`src/rtl/fp8_div_seq.sv`:
```
// Sequential FP8 (1-4-3, bias 7) divider: handshake in, bit-serial restoring
// mantissa division (one quotient bit per cycle), handshake out.
module fp8_div_seq #(
  parameter int EXP_BITS      = 4,
  parameter int MANTISSA_BITS = 3,
  parameter int BIAS          = (1 << (EXP_BITS - 1)) - 1
) (
  input  logic                              clk,
  input  logic                              rst,
  input  logic                              in_valid,
  output logic                              in_ready,
  input  logic [EXP_BITS+MANTISSA_BITS:0]   a,
  input  logic [EXP_BITS+MANTISSA_BITS:0]   b,
  output logic                              out_valid,
  input  logic                              out_ready,
  output logic [EXP_BITS+MANTISSA_BITS:0]   q,
  output logic                              exc
);

  localparam int N     = MANTISSA_BITS + 2;
  localparam int CNT_W = $clog2(N);
  localparam int E_W   = EXP_BITS + 2;
  localparam logic [CNT_W-1:0]      LAST   = CNT_W'(N - 1);
  localparam logic signed [E_W-1:0] BIAS_S = E_W'(BIAS);
  localparam logic signed [E_W-1:0] EMAX   = E_W'((1 << EXP_BITS) - 1);

  typedef enum logic [1:0] {IDLE, CALC, DONE} state_t;

  state_t                     state, state_nxt;
  logic                       sign;
  logic [EXP_BITS-1:0]        ea, eb;
  logic [MANTISSA_BITS:0]     db;
  logic                       da_lsb;
  logic [CNT_W-1:0]           cnt;
  logic [N-1:0]               rem;
  logic [N-2:0]               qm;

  logic                       bit_in;
  logic [N-1:0]               rem_sh;
  logic                       ge;
  logic [N-1:0]               rem_nxt;
  logic [N-1:0]               qm_nxt;
  logic                       adj;
  logic [MANTISSA_BITS-1:0]   man;
  logic signed [E_W-1:0]      e;
  logic                       e_exc;

  // Returns {adj, man}: truncating normalisation of the 5-bit quotient.
  function automatic logic [MANTISSA_BITS:0] normalize(input logic [N-1:0] qv);
    if (qv[N-1]) return {1'b0, qv[MANTISSA_BITS:1]};
    else         return {1'b1, qv[MANTISSA_BITS-1:0]};
  endfunction

  function automatic logic exp_out_of_range(input logic signed [E_W-1:0] ev);
    return ev[E_W-1] || (ev > EMAX);
  endfunction

  assign in_ready  = (state == IDLE) && !rst;
  assign out_valid = (state == DONE);

  // Remainder is preloaded with Da[3:1]; Da[0] then zeros are shifted in.
  always_comb begin
    bit_in  = (cnt == '0) ? da_lsb : 1'b0;
    rem_sh  = {rem[N-2:0], bit_in};
    ge      = ({rem[N-1], rem_sh} >= {2'b00, db});
    rem_nxt = ge ? (rem_sh - {1'b0, db}) : rem_sh;
    qm_nxt  = {qm, ge};
    {adj, man} = normalize(qm_nxt);
    e = $signed({2'b00, ea}) - $signed({2'b00, eb}) + BIAS_S
        - $signed({{(E_W-1){1'b0}}, adj});
    e_exc = exp_out_of_range(e);
  end

  always_comb begin
    state_nxt = state;
    case (state)
      IDLE:    if (in_valid)     state_nxt = CALC;
      CALC:    if (cnt == LAST)  state_nxt = DONE;
      DONE:    if (out_ready)    state_nxt = IDLE;
      default:                   state_nxt = IDLE;
    endcase
  end

  always_ff @(posedge clk) begin
    if (rst) state <= IDLE;
    else     state <= state_nxt;
  end

  always_ff @(posedge clk) begin
    if (rst) begin
      cnt <= '0;
      rem <= '0;
      qm  <= '0;
      q   <= '0;
      exc <= 1'b0;
    end else begin
      case (state)
        IDLE: if (in_valid) begin
          sign   <= a[EXP_BITS+MANTISSA_BITS] ^ b[EXP_BITS+MANTISSA_BITS];
          ea     <= a[MANTISSA_BITS +: EXP_BITS];
          eb     <= b[MANTISSA_BITS +: EXP_BITS];
          db     <= {1'b1, b[MANTISSA_BITS-1:0]};
          da_lsb <= a[0];
          rem    <= {2'b00, 1'b1, a[MANTISSA_BITS-1:1]};
          qm     <= '0;
          cnt    <= '0;
        end
        CALC: begin
          rem <= rem_nxt;
          qm  <= qm_nxt[N-2:0];
          cnt <= cnt + 1'b1;
          if (cnt == LAST) begin
            q   <= {sign, e[EXP_BITS-1:0], man};
            exc <= e_exc;
          end
        end
        default: ;
      endcase
    end
  end

endmodule

```
`config.mk`:
```
export PLATFORM = sky130hd
export DESIGN_NAME = fp8_div_seq
export DESIGN_NICKNAME = d
export VERILOG_FILES = /design/src/rtl/fp8_div_seq.sv
export SDC_FILE = /design/constraint.sdc
export NUM_CORES = 1
export LEC_CHECK = 0
export BUFFER_PORTS_ARGS = -buffer_cell sky130_fd_sc_hd__buf_4
export CAP_MARGIN = 40
export CORE_UTILIZATION = 43
export DETAILED_ROUTE_END_ITERATION = 16
export GPL_TIMING_DRIVEN = 0
export HOLD_SLACK_MARGIN = 0.05
export PLACE_DENSITY = 0.65
export SYNTH_ARGS = -nofsm -noshare
export SYNTH_HDL_FRONTEND = slang
export SYNTH_SLANG_ARGS = --single-unit
export TNS_END_PERCENT = 20
```
`constraint.sdc`:
```
create_clock -name clk -period 4.8 [get_ports clk]
set_input_delay 0.48 -clock clk [delete_from_list [all_inputs] [get_ports clk]]
set_output_delay 0.48 -clock clk [all_outputs]
set_load 0.01 [all_outputs]
```
# [After elaboration in Yosys (flattened, before gate mapping)]
# Cells that the tools add are included.
[word_totals] regBits=36 in_bits=20 out_inout_bits=11 wordCells=49
[op_classes] add_sub_neg=5 n_lt_le_gt_ge=2 eq_ne=6 n_mux=13 bitwise_logic=2 reduce_logical=10
[ops] op="two-way mux 5 bit" n=2
[ops] op="one-hot mux 5 bit (2 select lines)" n=1
[ops] op="two-way mux 4 bit" n=2
[ops] op="one-hot mux 4 bit (2 select lines)" n=1
[ops] op="adder 5 x 4 -> 6 bit (second input constant)" n=1
[ops] op=">= comparator 6 x 4 -> 1 bit" n=1
[ops] op="> comparator 6 x 5 -> 1 bit (second input constant)" n=1
[ops] op="two-way mux 2 bit" n=3
[ops] op="one-hot mux 2 bit (3 select lines)" n=1
[ops] op="one-hot mux 3 bit (2 select lines)" n=1
[ops] op="AND reduction 3 bit" n=2
[ops] op="subtractor 6 x 2 -> 6 bit" n=1
[ops] op="subtractor 4 x 4 -> 5 bit" n=1
[ops] op="subtractor 5 x 4 -> 5 bit" n=1
[ops] op="inequality test 2 bit (second input constant)" n=2
[ops] op="AND reduction 2 bit" n=2
[ops] op="adder 3 x 1 -> 3 bit (second input constant)" n=1
[ops] op="equality test 3 bit (second input constant)" n=1
[ops] op="logical NOT 3 bit" n=1
[ops] op="two-way mux 3 bit" n=1
[ops] op="equality test 2 x 1 -> 1 bit (second input constant)" n=1
[ops] op="equality test 2 bit (second input constant)" n=1
[ops] op="logical NOT 2 bit" n=1
[ops] op="inequality test 2 x 1 -> 1 bit (second input constant)" n=1
[ops] op="7 further kinds" n=7

# [Longest topological paths before layout]
# Gate-level depths: netlist of the first run.
[depth] depth_word=7 ltp_mapped=12 mapped_depth_nobuf=12

# [Least setup slack after synthesis of the first run]
# OpenSTA, ideal clock, no wires.
[synth_path] kind="register -> register" from="reg ea[0]" to="reg q[6]" setup_time_ns=0.122 t_arrival_ns=2.343 setup_slack_ns=2.336 path_stages_with_launch=12 n_path_buf=0 path_cell_list="edfxtp_1 inv_1 ha_1 inv_1 fa_1 inv_1 ha_1 ha_1 a21oi_1 a21oi_1 and3_1 o311a_1"
[synth_via] elab_chain_len=3
[synth_rtl] item="start, declared" line_no="31" rtl="logic [EXP_BITS-1:0] ea, eb;"
[synth_rtl] item="start signal, assigned" line_no="100" rtl="ea <= a[MANTISSA_BITS +: EXP_BITS];"
[synth_rtl] item="subtractor 4 x 4 -> 5 bit" line_no="69" rtl="e = $signed({2'b00, ea}) - $signed({2'b00, eb}) + BIAS_S"
[synth_rtl] item="adder 5 x 4 -> 6 bit" line_no="69"
[synth_rtl] item="subtractor 6 x 2 -> 6 bit" line_no="70" rtl="- $signed({{(E_W-1){1'b0}}, adj});"
[synth_rtl] item="end signal, assigned" line_no="113" rtl="q <= {sign, e[EXP_BITS-1:0], man};"
[synth_rtl] item="end, declared" line_no="16" rtl="output logic [EXP_BITS+MANTISSA_BITS:0] q,"
# No other way between the ends.
# A chain may end at the register's enable or synchronous reset.

# [Worst setup path in the final report of the first run]
[layout_path] from="reg ea[0]" to="reg exc"
[layout_via] elab_chain_len=5
[layout_rtl] item="subtractor 4 x 4 -> 5 bit *" line_no="69"
[layout_rtl] item="adder 5 x 4 -> 6 bit *" line_no="69"
[layout_rtl] item="subtractor 6 x 2 -> 6 bit *" line_no="70"
[layout_rtl] item="> comparator 6 x 5 -> 1 bit" line_no="55" rtl="return ev[E_W-1] || (ev > EMAX);"
[layout_rtl] item="logical OR 1 bit *" line_no="55"
[layout_rtl] item="end signal, assigned" line_no="95" rtl="exc <= 1'b0;"
[layout_rtl] item="end signal, assigned" line_no="114" rtl="exc <= e_exc;"
[layout_rtl] item="end, declared" line_no="17" rtl="output logic exc"
# Mark *: on every way between the ends. The rest lies on a longest branch, timed or not.

==> qor.txt, run 1 <==
# clock sinks - 36
Initial DRC Count - 52
CP Max Fanout - 6
Antenna violations before repair - 0
GP Congestion - 0.812
Syn. warnings - 0
Antenna viol nets, final - 0
Ys flop type - dfxtp_1
Critical Path End Type - flop
Post-synthesis sequential area ratio - 44.7%
Die area - 4690 sq um
Worst-path clk slew - 80 ps
Fin. Hold Viols - 0
Post-cts resize count - 0
TritonCTS clock tree - done
Post-placement cell count - 275
Crit path launch type - flop
Status - completed
Met3 routed WL - 148 microns
Starting density of the core - 46.2%
Flops & latches, synth - 36
Min-Delay Path Class - input port to flop
Critical Path RT - 5000 ps
Nets - 266
All-layer global routing usage - 17.7%
Unique masters post-synth - 46
Core Area - 4120 sq um
Routed len/inst - 12.6 microns
DRT Pass-1 Iters - 4
Layout Skew - 5.47 ps
Hold path cells - 1
Vias in the first global route - 1,294
# IOs - 31
Filler cell count - 391
Worst slew pin tran - 527 ps
Post-synth top area share - 24.2%
Slew margin rel. - 64.9%
Num CTS Buffers - 5
Global-route wire length before repair - 5990 microns
Fraction of layout cells with a size suffix above 1 - 22.3%
Final period util - 57.0%
Syn Std Cell Area - 1900 sq um
Max clock buf depth - 2
Top-count cell post-synth - dfxtp_1
Pwr/cell area - 285 nW/um^2
Top cells by area, synth - dfxtp_1 24%, edfxtp_1 21%, ha_1 7.9%
EDFF count, synth - 13
Worst path arrival time - 2940 ps
F_max - 365 MHz
Area delta synth->final - 20.0%
RSZ-0062 raised after global routing - no
Clock latency on the worst-skew pair - 280 ps
DRC Markers - 0
Leading area contributor after synthesis - dfxtp_1
Maximum vdd drop - 0.165 mV
I/O Buffers - 30
Max-cap violations - 0
Post-Layout Cell Count - 283
# setup viols final - 0
Final instance area - 2280 sq um
Die Wd - 68.5 microns
Maximum number of pins on one net before global-route repair - 13
Setup Crit Path Kind - flop to flop
Met1 wire length - 1770 microns
Tmin final - 2740 ps
FP Rows - 23
Hold_buf cts - 0
Inserted Diodes - 0
H-tree depth - 2
Setup TNS - 0 ps
Hpwl dp - 2690 microns
Lkg Pwr - 0.946 nW
Synth cell count leaders - 23 x dfxtp_1, 17 x nor2_1, 15 x a21oi_1, 15 x inv_1, 14 x nand2_1
Post-Route WL - 3570 microns
Mapped Cells - 194
Vias per cell - 5.19
Top sig layer - met4
Postcts setup bufs - 0
R2R cell count - 12
Die Height - 68.5 microns
CTS Root Cell - clkbuf_8
Routed via count - 1,470
Syn Nets - 228
FFs w/ async S/R, synth - 0%
Mapped Avg Cell Area - 9.80 sq um
Slew Limit Fails - 0
Post-Place Cell Area - 2200 sq um
Met2 wire length - 1600 microns
Gr ovfl total - 0
==> power breakdown <==
group	internal, mW	total, mW	switching, mW
combinational	0.0501	0.104	0.0539
sequential	0.327	0.335	0.00743
clock	0.101	0.212	0.110
total	0.479	0.650	0.172
==> cell families (layout without fill, tap and decap cells) <==
group,Yosys count,after routing,synth area share (%)
AND/OR/NAND/NOR,66,66,18.4
AO/OA/AOI/OAI,43,43,15.7
flip-flops,36,36,44.7
buffers and inverters,23,62,4.80
adder cells (fa/ha/maj),14,14,10.0
XOR/XNOR,6,6,3.16
multiplexers,6,6,3.16
==> path summary, 6_finish.rpt <==
path | start | to | slack [ps]
max reg2reg | ea[0] | exc | 2060
min | b[5] | eb[2] | 370
max | ea[0] | exc | 2060
min reg2reg | q[4] | q[4] | 460
==> layout by cell type, fill, tap and decap left out, types with 2 or more instances in the layout <==
| master | Yosys | routed |
|---|---|---|
| and3_1 | 3 | 3 |
| o21a_1 | 2 | 2 |
| o21ai_0 | 3 | 3 |
| a21oi_1 | 15 | 15 |
| nand3_1 | 3 | 3 |
| xor2_1 | 2 | 2 |
| clkbuf_1 | 4 | 5 |
| a211oi_1 | 2 | 2 |
| nand3b_1 | 2 | 2 |
| clkbuf_8 | 0 | 5 |
| fa_1 | 2 | 2 |
| a31oi_1 | 2 | 2 |
| buf_4 | 0 | 31 |
| inv_1 | 15 | 15 |
| or2_2 | 3 | 3 |
| nor2_1 | 17 | 17 |
| nand2_1 | 14 | 14 |
| nand2b_1 | 6 | 6 |
| dfxtp_1 | 23 | 23 |
| a22oi_1 | 5 | 5 |
| mux2i_1 | 6 | 6 |
| edfxtp_1 | 13 | 13 |
| nor2b_1 | 6 | 6 |
| nor4_1 | 2 | 2 |
| xnor2_1 | 3 | 3 |
| o221ai_1 | 2 | 2 |
| buf_2 | 4 | 4 |
| ha_1 | 12 | 12 |
| nor3_1 | 4 | 4 |
==> stage by stage <==
stage	power [mW]	util (%)	setup WS [ps]	hold WS (ps)
2_1_floorplan	0.414	-	2340	455
3_3_place_gp	0.444	53.2	2130	443
3_5_place_dp	0.446	53.4	2090	448
4_1_cts	0.660	55.5	2060	356
5_1_grt	0.686	55.5	1790	348
6_report	0.650	55.5	2060	367
==> critical path, cell delays in order (launching register included) <==
cell	delay [ps]
edfxtp_1	370
inv_1	70
ha_1	200
inv_1	80
fa_1	560
inv_1	100
ha_1	280
ha_1	260
nand3_1	100
a21oi_1	50
a311oi_1	230
a31oi_1	150
nor4b_2	220
==> area by class of cell <==
class / count / area [sq um] / share of cell area, %
clock inverter: 2 / 12.5 / 0.548
buffer: 8 / 35.0 / 1.54
sequential: 36 / 851 / 37.3
inverter: 15 / 56.3 / 2.47
multi-input combinational: 135 / 960 / 42.1
timing repair buffer: 31 / 233 / 10.2
tap: 50 / 62.6 / 2.74
clock buffer: 6 / 72.6 / 3.18
==> routing by layer <==
| metal | global-route usage [%] | vias up |
|---|---|---|
| li1 | - | 762 |
| met1 | 23.4 | 669 |
| met2 | 27.3 | 33 |
| met3 | 4.93 | 6 |
| met4 | 7.03 | 0 |
| met5 | 0 | - |
==> flip-flops by register name, indices dropped and copies added (netlist names) <==
register  flops
db            3
exc           1
da_lsb        1
cnt           3
ea            4
sign          1
state         2
qm            4
rem           5
q             8
eb            4
Power figures use the tool's default switching activity.
==> run 2, diff against run 1 <==
==> constraint.sdc (replaced) <==
create_clock -name clk -period 2.8 [get_ports clk]
set_input_delay 0.28 -clock clk [delete_from_list [all_inputs] [get_ports clk]]
set_output_delay 0.28 -clock clk [all_outputs]
set_load 0.01 [all_outputs]
==> run 2 against run 1 <==
Compared with the run above:
- critical path depth is the same
- via count is 1.4% higher
- core utilization grew 0.85 points
- non-clock buffer count increased by 2
- critical path type unchanged
- largest cell class unchanged
==> qor.txt, run 2 (same netlist as run 1, synthesis figures left out) <==
DRT Pass-1 Iters - 4 (unchanged)
Fin. Hold Viols - 0 (unchanged)
Core Area - 4120 sq um (unchanged)
TritonCTS clock tree - done
Maximum number of pins on one net before global-route repair - 13 (unchanged)
Die Height - 68.5 microns (unchanged)
Pwr/cell area - 485 nW/um^2 (+70%)
Maximum vdd drop - 0.283 mV (+72%)
Lkg Pwr - 0.949 nW (+0.38%)
Critical Path End Type - flop
Layout Skew - 4.72 ps (-0.754 ps)
Max-cap violations - 0 (unchanged)
Routed len/inst - 12.8 microns (+1.6%)
Inserted Diodes - 0 (unchanged)
Antenna violations before repair - 0 (unchanged)
Vias per cell - 5.23 (+0.72%)
FF-to-FF End - exc
Final period util - 91.7% (+35 points)
Regs by FF count - q x8, rem x5
Worst slew pin tran - 525 ps (-2.45 ps)
Commonest non-fill, non-tap cell in the layout - buf_4
CTS Root Cell - clkbuf_8
Post-Place Cell Area - 2200 sq um (unchanged)
Slew Limit Fails - 0 (unchanged)
Slew margin rel. - 65.0% (+0.16 points)
All-layer global routing usage - 17.7% (unchanged)
Crit path launch type - flop
Routed via count - 1,491 (+1.4%)
R2R cell count - 12 (unchanged)
FP Rows - 23 (unchanged)
# IOs - 31 (unchanged)
Filler cell count - 396 (+1.3%)
Global-route wire length before repair - 5990 microns (unchanged)
I/O Buffers - 30 (unchanged)
Worst-path clk slew - 70 ps (about the same)
F_max - 389 MHz (+6.6%)
Max clock buf depth - 2 (unchanged)
Vias in the first global route - 1,294 (unchanged)
Die area - 4690 sq um (unchanged)
Die Wd - 68.5 microns (unchanged)
Hold path cells - 1 (unchanged)
Final instance area - 2320 sq um (+1.5%)
Max FFs per register - 8 (unchanged)
Hpwl dp - 2690 microns (unchanged)
Min-Delay Path Class - input port to flop
Starting density of the core - 46.2% (unchanged)
DRC Markers - 0 (unchanged)
Register with the most flip-flops - q
Gr ovfl total - 0 (unchanged)
Fraction of layout cells with a size suffix above 1 - 25.1% (+2.8 points)
Setup Crit Path Kind - flop to flop
Hold Slack - 167 ps (-199 ps)
Worst setup path endpoint - exc
Tmin final - 2570 ps (-170 ps)
RSZ-0062 raised after global routing - no
Worst path arrival time - 2770 ps (-170 ps)
Clock latency on the worst-skew pair - 280 ps (about the same)
Status - completed
Initial DRC Count - 64 (+23%)
# clock sinks - 36 (unchanged)
Setup TNS - 0 ps (unchanged)
Nets - 268 (+0.75%)
GP Congestion - 0.812 (unchanged)
Antenna viol nets, final - 0 (unchanged)
Area delta synth->final - 21.8%
Reg2reg start - ea[0]
H-tree depth - 2 (unchanged)
PnR Total Power - 1.12 mW (+73%)
Worst Setup SP - ea[0]
Post-Route WL - 3650 microns (+2.3%)
Reg2reg setup slack - 230 ps (-1830 ps)
Critical Path RT - 3000 ps (-2000 ps)
# setup viols final - 0 (unchanged)
CP Max Fanout - 6 (unchanged)
Commonest cells after routing, fill and taps aside - 33 x buf_4, 23 x dfxtp_1, 17 x nor2_1, 15 x a21oi_1
Num CTS Buffers - 5 (unchanged)
run 2: cell count changes in the layout (fill, tap and decap cells not counted), sizes merged:
cell	previous run	this run
buf	35	37
run 2: stage by stage:
stage | instances | worst slack, ps | utilization (%)
2_1_floorplan | 194 | 336 | -
3_3_place_gp | 274 | 134 | 53.2
3_5_place_dp | 275 | 85.1 | 53.4
4_1_cts | 283 | 59.9 | 55.5
5_1_grt | 285 | 7.38 | 56.3
6_report | 285 | 232 | 56.3
run 2: where the power goes:
| group | leakage (nW) | internal, mW | switching [mW] |
|---|---|---|---|
| Clock | 0.0412 | 0.174 | 0.188 |
| Sequential | 0.307 | 0.561 | 0.0128 |
| Combinational | 0.601 | 0.0917 | 0.0956 |
| Total | 0.949 | 0.826 | 0.296 |
run 2: per-layer routing:
metal	global-route usage (%)	wire length, microns
met4	7.03	47
met3	4.93	139
met5	0	0
met2	27.3	1660
met1	23.4	1800
run 2: worst max-delay path, cell delays in order, from the launching register on:
cell	delay, ps
edfxtp_1	370
inv_1	70
ha_2	200
inv_1	60
fa_2	580
inv_2	80
ha_4	180
ha_2	190
nand3_1	90
a21oi_1	50
a311oi_1	250
a31oi_1	140
nor4b_2	230
run 2: how the worst min path moves through the flow:
stage,from,endpoint,slack (ps)
final,b[5],eb[2],170
after global routing,b[0],db[0],150
after CTS,b[0],db[0],160
after detailed placement,q[4],q[4],450
after global placement,q[0],q[0],440
after floorplan,a[0],da_lsb,380
run 2: final cells by class:
type	count	area (sq um)	share of cell area, %
multi-input combinational	135	980	42.3
sequential	36	851	36.7
timing repair buffer	33	248	10.7
clock buffer	6	72.6	3.13
tap	50	62.6	2.70
inverter	15	56.3	2.43
buffer	8	35.0	1.51
clock inverter	2	12.5	0.540
run 2: what timing repair did:
action                     4_1_cts  5_1_grt
buffers inserted                 0        2
setup endpoints to repair        0        2
hold buffers                     0        0
resized for setup                0        6
